`src/rtl/clock_div_prog.sv`:
```
// clock_div_prog: runtime-programmable clock/tick divider with boundary-synchronous reconfiguration
module clock_div_prog #(
    parameter int CNT_WIDTH    = 16,
    parameter int DEFAULT_DIV  = 17,
    parameter int DEFAULT_HIGH = 8
) (
    input  logic                 clock,
    input  logic                 reset,
    input  logic                 enable,
    input  logic                 resync,
    input  logic                 load,
    input  logic [CNT_WIDTH-1:0] div_in,
    input  logic [CNT_WIDTH-1:0] high_in,
    output logic                 div_clock,
    output logic                 tick,
    output logic                 load_ack,
    output logic                 cfg_err
);
    localparam logic [CNT_WIDTH-1:0] ONE      = CNT_WIDTH'(1);
    localparam logic [CNT_WIDTH-1:0] TWO      = CNT_WIDTH'(2);
    localparam logic [CNT_WIDTH-1:0] DIV_RST  = CNT_WIDTH'(DEFAULT_DIV);
    localparam logic [CNT_WIDTH-1:0] HIGH_RST = CNT_WIDTH'(DEFAULT_HIGH);
    logic [CNT_WIDTH-1:0] cnt, cnt_nxt, div_q, high_q, shadow_div, shadow_high, eff_div, eff_high;
    logic pending, legal, wrap, restart, eff_pending, apply;
    // Validate the request and decide whether a config takes effect at this edge;
    // a legal load in the same cycle is visible to the apply decision directly.
    always_comb begin
        legal       = load && div_in >= TWO && high_in != '0 && high_in < div_in;
        wrap        = cnt == div_q - ONE;
        restart     = !enable || resync || wrap;
        eff_pending = pending || legal;
        eff_div     = legal ? div_in : shadow_div;
        eff_high    = legal ? high_in : shadow_high;
        apply       = eff_pending && restart;
        cnt_nxt     = restart ? '0 : cnt + ONE;
    end
    // Phase counter and registered outputs; idle rewinds to phase 0, resync suppresses the tick.
    always_ff @(posedge clock) begin
        if (reset) begin
            cnt       <= '0;
            div_clock <= 1'b0;
            tick      <= 1'b0;
        end else begin
            cnt       <= cnt_nxt;
            div_clock <= enable && cnt < high_q;
            tick      <= enable && !resync && wrap;
        end
    end
    // Shadow/pending config and handshake pulses; active config only changes at a period boundary.
    always_ff @(posedge clock) begin
        if (reset) begin
            div_q       <= DIV_RST;
            high_q      <= HIGH_RST;
            shadow_div  <= DIV_RST;
            shadow_high <= HIGH_RST;
            pending     <= 1'b0;
            load_ack    <= 1'b0;
            cfg_err     <= 1'b0;
        end else begin
            shadow_div  <= eff_div;
            shadow_high <= eff_high;
            pending     <= eff_pending && !apply;
            load_ack    <= apply;
            cfg_err     <= load && !legal;
            if (apply) begin
                div_q  <= eff_div;
                high_q <= eff_high;
            end
        end
    end
endmodule

```
`config.mk`:
```
export PLATFORM = sky130hd
export DESIGN_NAME = clock_div_prog
export DESIGN_NICKNAME = d
export VERILOG_FILES = /design/src/rtl/clock_div_prog.sv
export SDC_FILE = /design/constraint.sdc
export NUM_CORES = 1
export LEC_CHECK = 0
export BUFFER_PORTS_ARGS = -buffer_cell sky130_fd_sc_hd__buf_4
export CAP_MARGIN = 10
export CORE_MARGIN = 2
export CORE_UTILIZATION = 54
export DETAILED_ROUTE_END_ITERATION = 8
export PLACE_DENSITY = 0.76
export SLEW_MARGIN = 20
export SYNTH_ARGS = -nofsm -noshare
export SYNTH_HDL_FRONTEND = slang
export SYNTH_SLANG_ARGS = --single-unit
```
`constraint.sdc`:
```
create_clock -name clock -period 3.2 [get_ports clock]
set_input_delay 0.16 -clock clock [delete_from_list [all_inputs] [get_ports clock]]
set_output_delay 0.16 -clock clock [all_outputs]
set_load 0.01 [all_outputs]
```
Yosys cells after proc, flatten, opt, wreduce, memory -nomap -nowiden. Cells that the tools add are included.

Register bits: 85. Input bits: 37. Logic and storage cells: 36. Output and inout port bits: 4.

Muxes and demuxes: 2. Order comparisons: 3. Add/subtract/negate cells: 2. Reduce and logical (&&, ||, !) cells: 18. Equality and inequality tests: 1.

Operators with widths (count): $lt A16 B16 Y1 (2); $mux W16 (2); $add A16 B1 Y16 const B (1); $eq A16 B16 Y1 (1); $ge A16 B2 Y1 const B (1); $reduce_bool A16 Y1 (1); $sub A16 B1 Y16 const B (1); $logic_and A1 B1 Y1 (9); $logic_not A1 Y1 (4); $logic_or A1 B1 Y1 (3); $reduce_or A2 Y1 (1).

Logic depth before layout (Yosys ltp). Gate-level depths: netlist of the first run.

Word-level depth: 8. Gate-level depth with buffers: 11. Gate-level depth less buffers: 9.

Worst setup path before layout of the first run. Ideal clock, no wire load.

Path type: reg-to-reg. Start: reg div_q[2]. End: reg div_q[0]. Stages on the path, launching flop included: 11. Clock period less this slack: 3.115 ns. Slack: 0.085 ns. Arrival time: 2.993 ns. Data required time: 3.079 ns. Setup time: 0.121 ns. Buffers on the path: 3. Path through: dfxtp_1 buf_6 or4_4 or4_1 a21oi_1 o22ai_1 or4_4 a32o_2 buf_6 buf_12 mux2_4.

Word-level cells in the longest chain between the ends: 4.

Ends and longest elaborated chain: start: declaration (line 23) `logic [CNT_WIDTH-1:0] cnt, cnt_nxt, div_q, high_q, shadow_div, shadow_high, eff_div, eff_high;`; start signal: assignment (line 66) `div_q <= eff_div;`; $sub A16 B1 Y16 (line 29) `wrap = cnt == div_q - ONE;`; $eq A16 B16 Y1 (line 29); $logic_or A1 B1 Y1 (line 30) `restart = !enable || resync || wrap;`; $logic_and A1 B1 Y1 (line 34) `apply = eff_pending && restart;`.

Every way passes these cells. A chain may end at the register's enable or synchronous reset.

Final worst setup path of the first run.
Start: reg div_q[1]. End: reg div_q[12].

The elaborated chain is that of the path after synthesis.

==> results of run 1 <==
[sequential cells by signal, indices dropped and copies added, names as in the netlist]
register / flops
cnt: 16
div_q: 16
high_q: 16
shadow_div: 16
shadow_high: 16
cfg_err: 1
div_clock: 1
load_ack: 1
pending: 1
tick: 1
[metal layers]
metal,GRT usage (%),up-vias,wire length [µm]
met4,9.17,0,221
met5,0,-,0
met1,32.2,1577,4780
met3,4.23,19,437
li1,-,1734,-
met2,35.9,95,4580
[placed cells by master (no fill, tap or decap), drive strengths merged, types with 13 or more instances in the layout]
| cell type | n |
|---|---|
| mux2 | 32 |
| xnor2 | 20 |
| xor2 | 15 |
| a21oi | 13 |
| nor2 | 70 |
| dfxtp | 85 |
| ha | 32 |
| buf | 49 |
| nor2b | 17 |
| inv | 40 |
| nand2 | 21 |
| mux2i | 31 |
[power by group through the flow]
stage / clock network (mW) / registers [mW] / logic, mW
2_1_floorplan: 0 / 1.15 / 0.282
3_3_place_gp: 0 / 1.16 / 0.373
3_5_place_dp: 0 / 1.16 / 0.387
4_1_cts: 0.718 / 1.13 / 0.389
5_1_grt: 0.770 / 1.14 / 0.438
6_report: 0.707 / 1.13 / 0.399
[repair_timing]
action	4_1_cts	5_1_grt
setup endpoints to repair	0	32
hold buffers	0	0
gates resized for setup	0	2
[cell usage after synthesis, drive strengths merged, types with 12 or more instances]
cell	instances
mux2i	31
mux2	32
xor2	15
nor2	70
a21oi	13
ha	32
dfxtp	85
nand3	12
clkbuf	12
inv	36
nand2	21
nor2b	17
nor4	12
xnor2	20
[worst max path at each step]
stage	endpoint	from
2_1_floorplan	div_q[0]	div_q[2]
3_3_place_gp	high_q[13]	div_q[1]
3_5_place_dp	high_q[9]	div_q[0]
4_1_cts	high_q[9]	div_q[0]
5_1_grt	high_q[5]	div_q[0]
6_report	div_q[12]	div_q[1]
[cells by family (layout without fill, tap and decap cells)]
logic type	after synthesis	in the layout	synth area share, %
fa+ha+maj	32	32	8.73
xor+xnor	35	35	6.69
simple gates	166	166	17.8
buf+inv	56	102	5.98
flops	85	85	37.1
mux	63	63	17.0
compound gates	46	46	6.63
[cell type report]
type	instances	share of cell area (%)
Clock buffer	10	2.46
Clock inverter	6	1.04
Inverter	36	2.61
Sequential cell	85	32.8
Timing Repair Buffer	50	7.82
Tap cell	105	2.53
Multi-Input combinational cell	342	50.7
[per-stage QoR]
stage,util (%),cells,area (µm²),TNS [ns]
final,63.1,634,5190,0
after global routing,63.1,634,5190,-0.140
after CTS,62.7,633,5150,0
after detailed placement,60.5,617,4970,0
after global placement,60.5,617,4970,0
after floorplan,-,483,4580,0
==> metrics.md, run 1 <==
| Metric | Value |
|---|---|
| Outcome | finished clean |
| DP HPWL | 7.62 mm |
| Gp weighted congestion | 0.861 |
| Total vias in the final route | 3425 |
| Detailed Route WL | 10.0 mm |
| Layout cells sized above 1 | 20.6% |
| Hold Crit Class | input pin to register |
| Internal power | 1.60 mW |
| Hold Crit Depth | 2 |
| Initial antenna violation count | 0 |
| Worst r2r dst | div_q[12] |
| Hold_sp | load |
| Switching Share | 28.5% |
| Setup crit end kind | register |
| Synth top area share | 37.1% |
| Crit path DAT | 3.42 ns |
| Ports | 41 |
| Worst Setup Path Type | register to register |
| CP top delay family | simple AND/OR/NAND/NOR gates |
| Sequential share of power | 50.6% |
| Pin count of the biggest net entering global routing | 65 |
| CP Max Fanout | 16 |
| Sequential fraction of the synthesis area | 37.1% |
| Critical path buffers and inverters | 1 |
| Mapped Nets | 552 |
| Synth Cell Area | 4580 µm² |
| First-pass GRT wire length | 16.5 mm |
| Relative slew slack | 56.2% |
| Post-Synthesis Cells | 483 |
| Leak | 2.41 nW |
| FF-to-FF setup slack | 0.04 ns |
| Fmax | 317 MHz |
| Syn_area_per_cell | 9.49 µm² |
| NetSw | 0.639 mW |
| Period utilization | 98.7% |
| Filler instances | 645 |
| Pre-Repair DR Iteration Count | 4 |
| Initial DRC count | 171 |
| Final worst slack | 0.0410 ns |
| Row cnt | 33 |
| Vias per cell | 5.40 |
| Cells along the critical path | or4_4 -> or4_1 -> a21oi_1 -> o22ai_1 -> or4_4 -> a32o_2 -> clkbuf_16 -> mux2_4 |
| CTS clk-pin slew, worst paths | 0.09 ns |
| Combinational Power Share | 17.8% |
| Fin. Hold Viols | 0 |
| Clock Path Buffers | 2 |
| GRT Overall Usage | 23.3% |
| Worst path max stage delay | 0.56 ns |
| Die W | 96.1 µm |
| PortBufs | 40 |
| H-tree levels | 3 |
| Die area | 9240 µm² |
| Initial Utilization | 55.8% |
| VDD IR-drop max | 0.000286 V |
| Slew Viols, Final | 0 |
| Max-cap viol count | 0 |
| Worst-Skew Late Latency | 0.36 ns |
| Crit path depth | 8 |
| Least-Margin Pin Slew | 0.657 ns |
| Worst clock skew | 0.0171 ns |
| FF+latch count, synth | 85 |
| CTS Root Cell | clkbuf_8 |
| Hold Path End | cfg_err |
| Die height | 96.1 µm |
| Area of the multi-input gates | 2630 µm² |
| Count of cell types in the netlist | 49 |
| Startpoint Class | register |
| Period minus WS final | 3.16 ns |
| R2r startpoint | div_q[1] |
| CTS buffer count | 9 |
| Ys async rst share | 0% |
| Nets@finish | 593 |
| Drt drc | 0 |
| Clock Power Share | 31.6% |
| CP max-delay cell | or4_4 |
| Area leader, netlist | dfxtp_1 |
| CP required | 3.46 ns |
| Vias in the first global route | 3406 |
| R2R depth | 8 |
| Setup violations, final | 0 |
| Area taken by flip-flops and latches | 1700 µm² |
| P per Cell Area | 432 nW/µm² |
| Largest cells by area after synthesis | dfxtp_1, mux2_4, ha_1 |
| Pre-CTS setup slack | 0.0675 ns |
| Synth Flop Type | dfxtp_1 |
| Clock sinks | 85 |
| WHS | 0.0656 ns |
| Most common cell on crit path | or4_4 |
| Ys Warns | 0 |
| Area growth from synthesis to layout | 13.1% |
| Post-CTS Setup Inserts | 0 |
| Diode count | 0 |
| Antenna-violating nets left | 0 |
| Gr ovfl total | 0 |
| Number of flops mapped to enable cells by yosys | 0 |
| Core Box Area | 8220 µm² |
| CTS tree | built |
| Post-DR wirelength/cell | 15.8 µm |
| Overall Power | 2.24 mW |
No activity file was read; power rests on OpenSTA's default activity.
==> run 2: changes to the inputs <==
--- a/config.mk
+++ b/config.mk
@@ -8,9 +8,10 @@
 export BUFFER_PORTS_ARGS = -buffer_cell sky130_fd_sc_hd__buf_4
 export CAP_MARGIN = 10
 export CORE_MARGIN = 2
-export CORE_UTILIZATION = 54
+export CORE_UTILIZATION = 56
+export CTS_BUF_LIST = sky130_fd_sc_hd__clkbuf_4
 export DETAILED_ROUTE_END_ITERATION = 8
-export PLACE_DENSITY = 0.76
+export PLACE_DENSITY = 0.79
 export SLEW_MARGIN = 20
 export SYNTH_ARGS = -nofsm -noshare
 export SYNTH_HDL_FRONTEND = slang
==> constraint.sdc (replaced) <==
create_clock -name clock -period 3.2 [get_ports clock]
set_input_delay 0.16 -clock clock [delete_from_list [all_inputs] [get_ports clock]]
set_output_delay 0.16 -clock clock [all_outputs]
set_load 0.1 [all_outputs]
==> metrics.md, run 2 (synthesis gave the netlist of run 1 again) <==
| Metric | Value |
|---|---|
| Post-DR wirelength/cell | 16.1 µm (+1.7%) |
| Least-Margin Pin Slew | 0.648 ns (-0.00922 ns) |
| Max-cap viol count | 0 (unchanged) |
| Nets@finish | 600 (+1.2%) |
| Drt drc | 0 (unchanged) |
| CTS clk-pin slew, worst paths | 0.14 ns (+0.05 ns) |
| Antenna-violating nets left | 0 (unchanged) |
| Final TNS setup | 0 ns (unchanged) |
| Crit path DAT | 3.48 ns (+0.06 ns) |
| Worst Setup Path Type | register to register |
| Clock Path Buffers | 2 (unchanged) |
| Pre-Repair DR Iteration Count | 4 (unchanged) |
| Internal power | 1.57 mW (-1.9%) |
| Row cnt | 33 (unchanged) |
| Initial Utilization | 56.6% (+0.85 points) |
| CP Max Fanout | 17 (+1) |
| Period minus WS final | 3.14 ns (-0.0232 ns) |
| Switching Share | 29.9% (+1.3 points) |
| Setup violations, final | 0 (unchanged) |
| Vias per cell | 5.55 (+2.7%) |
| CTS tree | built |
| H-tree levels | 3 (unchanged) |
| Outcome | finished clean |
| Die area | 8930 µm² (-3.4%) |
| Worst-Skew Late Latency | 0.46 ns (+0.10 ns) |
| Period utilization | 98.0% (-0.73 points) |
| Setup crit end kind | register |
| Worst clock skew | 0.0239 ns (+0.00681 ns) |
| CTS buffer count | 9 (unchanged) |
| Pin count of the biggest net entering global routing | 65 (unchanged) |
| Total vias in the final route | 3555 (+3.8%) |
| Gr ovfl total | 0 (unchanged) |
| Non-filler cells, final | 641 (+1.1%) |
| Fin. Hold Viols | 0 (unchanged) |
| Relative slew slack | 56.8% (+0.61 points) |
| Vias in the first global route | 3421 (+0.44%) |
| Placed inst area | 4970 µm² (unchanged) |
| Core Box Area | 8090 µm² (-1.5%) |
| Sequential share of power | 50.8% (+0.2 points) |
| Die W | 94.5 µm (-1.7%) |
| Die height | 94.5 µm (-1.7%) |
| Diode count | 0 (unchanged) |
| Final Cell Area | 5250 µm² (+1.2%) |
| Combinational Power Share | 18.9% (+1.1 points) |
| Fin util | 64.8% (+1.7 points) |
| VDD IR-drop max | 0.000331 V (+16%) |
| RSZ-0062 raised after global routing | no |
| Pre-CTS setup slack | 0.0927 ns (+0.0252 ns) |
| Startpoint Class | register |
| Final worst slack | 0.0643 ns (+0.0232 ns) |
| Commonest non-fill, non-tap cell in the layout | dfxtp_1 |
| P per Cell Area | 427 nW/µm² (-1.2%) |
| Slew Viols, Final | 0 (unchanged) |
| NetSw | 0.669 mW (+4.6%) |
| Initial antenna violation count | 0 (unchanged) |
| Ports | 41 (unchanged) |
| Detailed Route WL | 10.3 mm (+2.8%) |
| Fmax | 319 MHz (+0.74%) |
| GRT Overall Usage | 23.9% (+0.63 points) |
| Area growth from synthesis to layout | 14.5% |
| Initial DRC count | 131 (-23%) |
| Leak | 2.44 nW (+1.1%) |
| Highest-count cells in the layout ignoring fill and taps | dfxtp_1, nor2_1, buf_4 |
| Cell count after placement | 617 (unchanged) |
| Hold Crit Class | input pin to register |
| DP HPWL | 7.57 mm (-0.71%) |
| Clock sinks | 85 (unchanged) |
| PortBufs | 40 (unchanged) |
| Clock Power Share | 30.3% (-1.3 points) |
| First-pass GRT wire length | 16.5 mm (about the same) |
| Filler instances | 673 (+4.3%) |
| Gp weighted congestion | 0.907 (+5.3%) |
| CP required | 3.54 ns (+0.08 ns) |
| CTS Root Cell | clkbuf_4 |
| Layout cells sized above 1 | 20.9% (+0.29 points) |
| FF-to-FF setup slack | 0.06 ns (+0.02 ns) |
## run 2: changes by cell type in the layout (fill, tap and decap cells not counted), sizes merged
cell         delta
dlygate4sd3     +7
clkinv          +2
bufinv          +1
clkbuf          -1
clkinvlp        -1
inv             -1
## run 2: worst max-delay path, stage by stage, from the launching register on
cell and delay (ns):
dfxtp_2 0.36, or4_4 0.54, or4_1 0.54, a21oi_2 0.13, o22ai_1 0.08, or4_4 0.58, a32o_2 0.32, buf_12 0.18
mux2_4 0.30
## run 2: power groups by stage
stage               Combinational [mW]  Sequential [mW]  Clock [mW]
detailed placement               0.401             1.16           0
CTS                              0.409             1.14       0.695
global placement                 0.386             1.16           0
floorplan                        0.282             1.17           0
finish                           0.422             1.14       0.679
global route                     0.461             1.14       0.737
## run 2: final timing paths
check | start | end | depth (start not counted)
max | div_q[1] | div_q[1] | 8
min | div_in[6] | shadow_div[6] | 3
max reg2reg | div_q[1] | div_q[1] | 8
min reg2reg | pending | pending | 2
## run 2: routing by layer
layer / GRT usage (%) / part of all wire (%)
met1: 31.8 / 46
met2: 38.9 / 48
met3: 5.35 / 4.2
met4: 7.49 / 1.5
met5: 0 / 0
## run 2: repair_timing
action / in CTS / in global routing
setup buffers: 0 / 0
endpoints found under the setup margin: 0 / 31
hold buffers: 6 / 1
resized for setup: 0 / 5
endpoints found under the hold margin: 5 / 1
## run 2: layout make-up
type,instances,area (µm²),area share [%]
clock inverters,7,92.6,1.76
flip-flops and latches,85,1700,32.5
inverters,36,135,2.58
repair buffers,57,475,9.06
multi-input cells,342,2640,50.4
well taps,105,131,2.50
clock buffers,9,67.6,1.29
## run 2: through the flow
step | hold slack [ns] | total power, mW
6_report | 0.0218 | 2.24
5_1_grt | 0.0143 | 2.34
4_1_cts | 0.00627 | 2.24
3_5_place_dp | 0.448 | 1.56
3_3_place_gp | 0.427 | 1.54
2_1_floorplan | 0.305 | 1.45
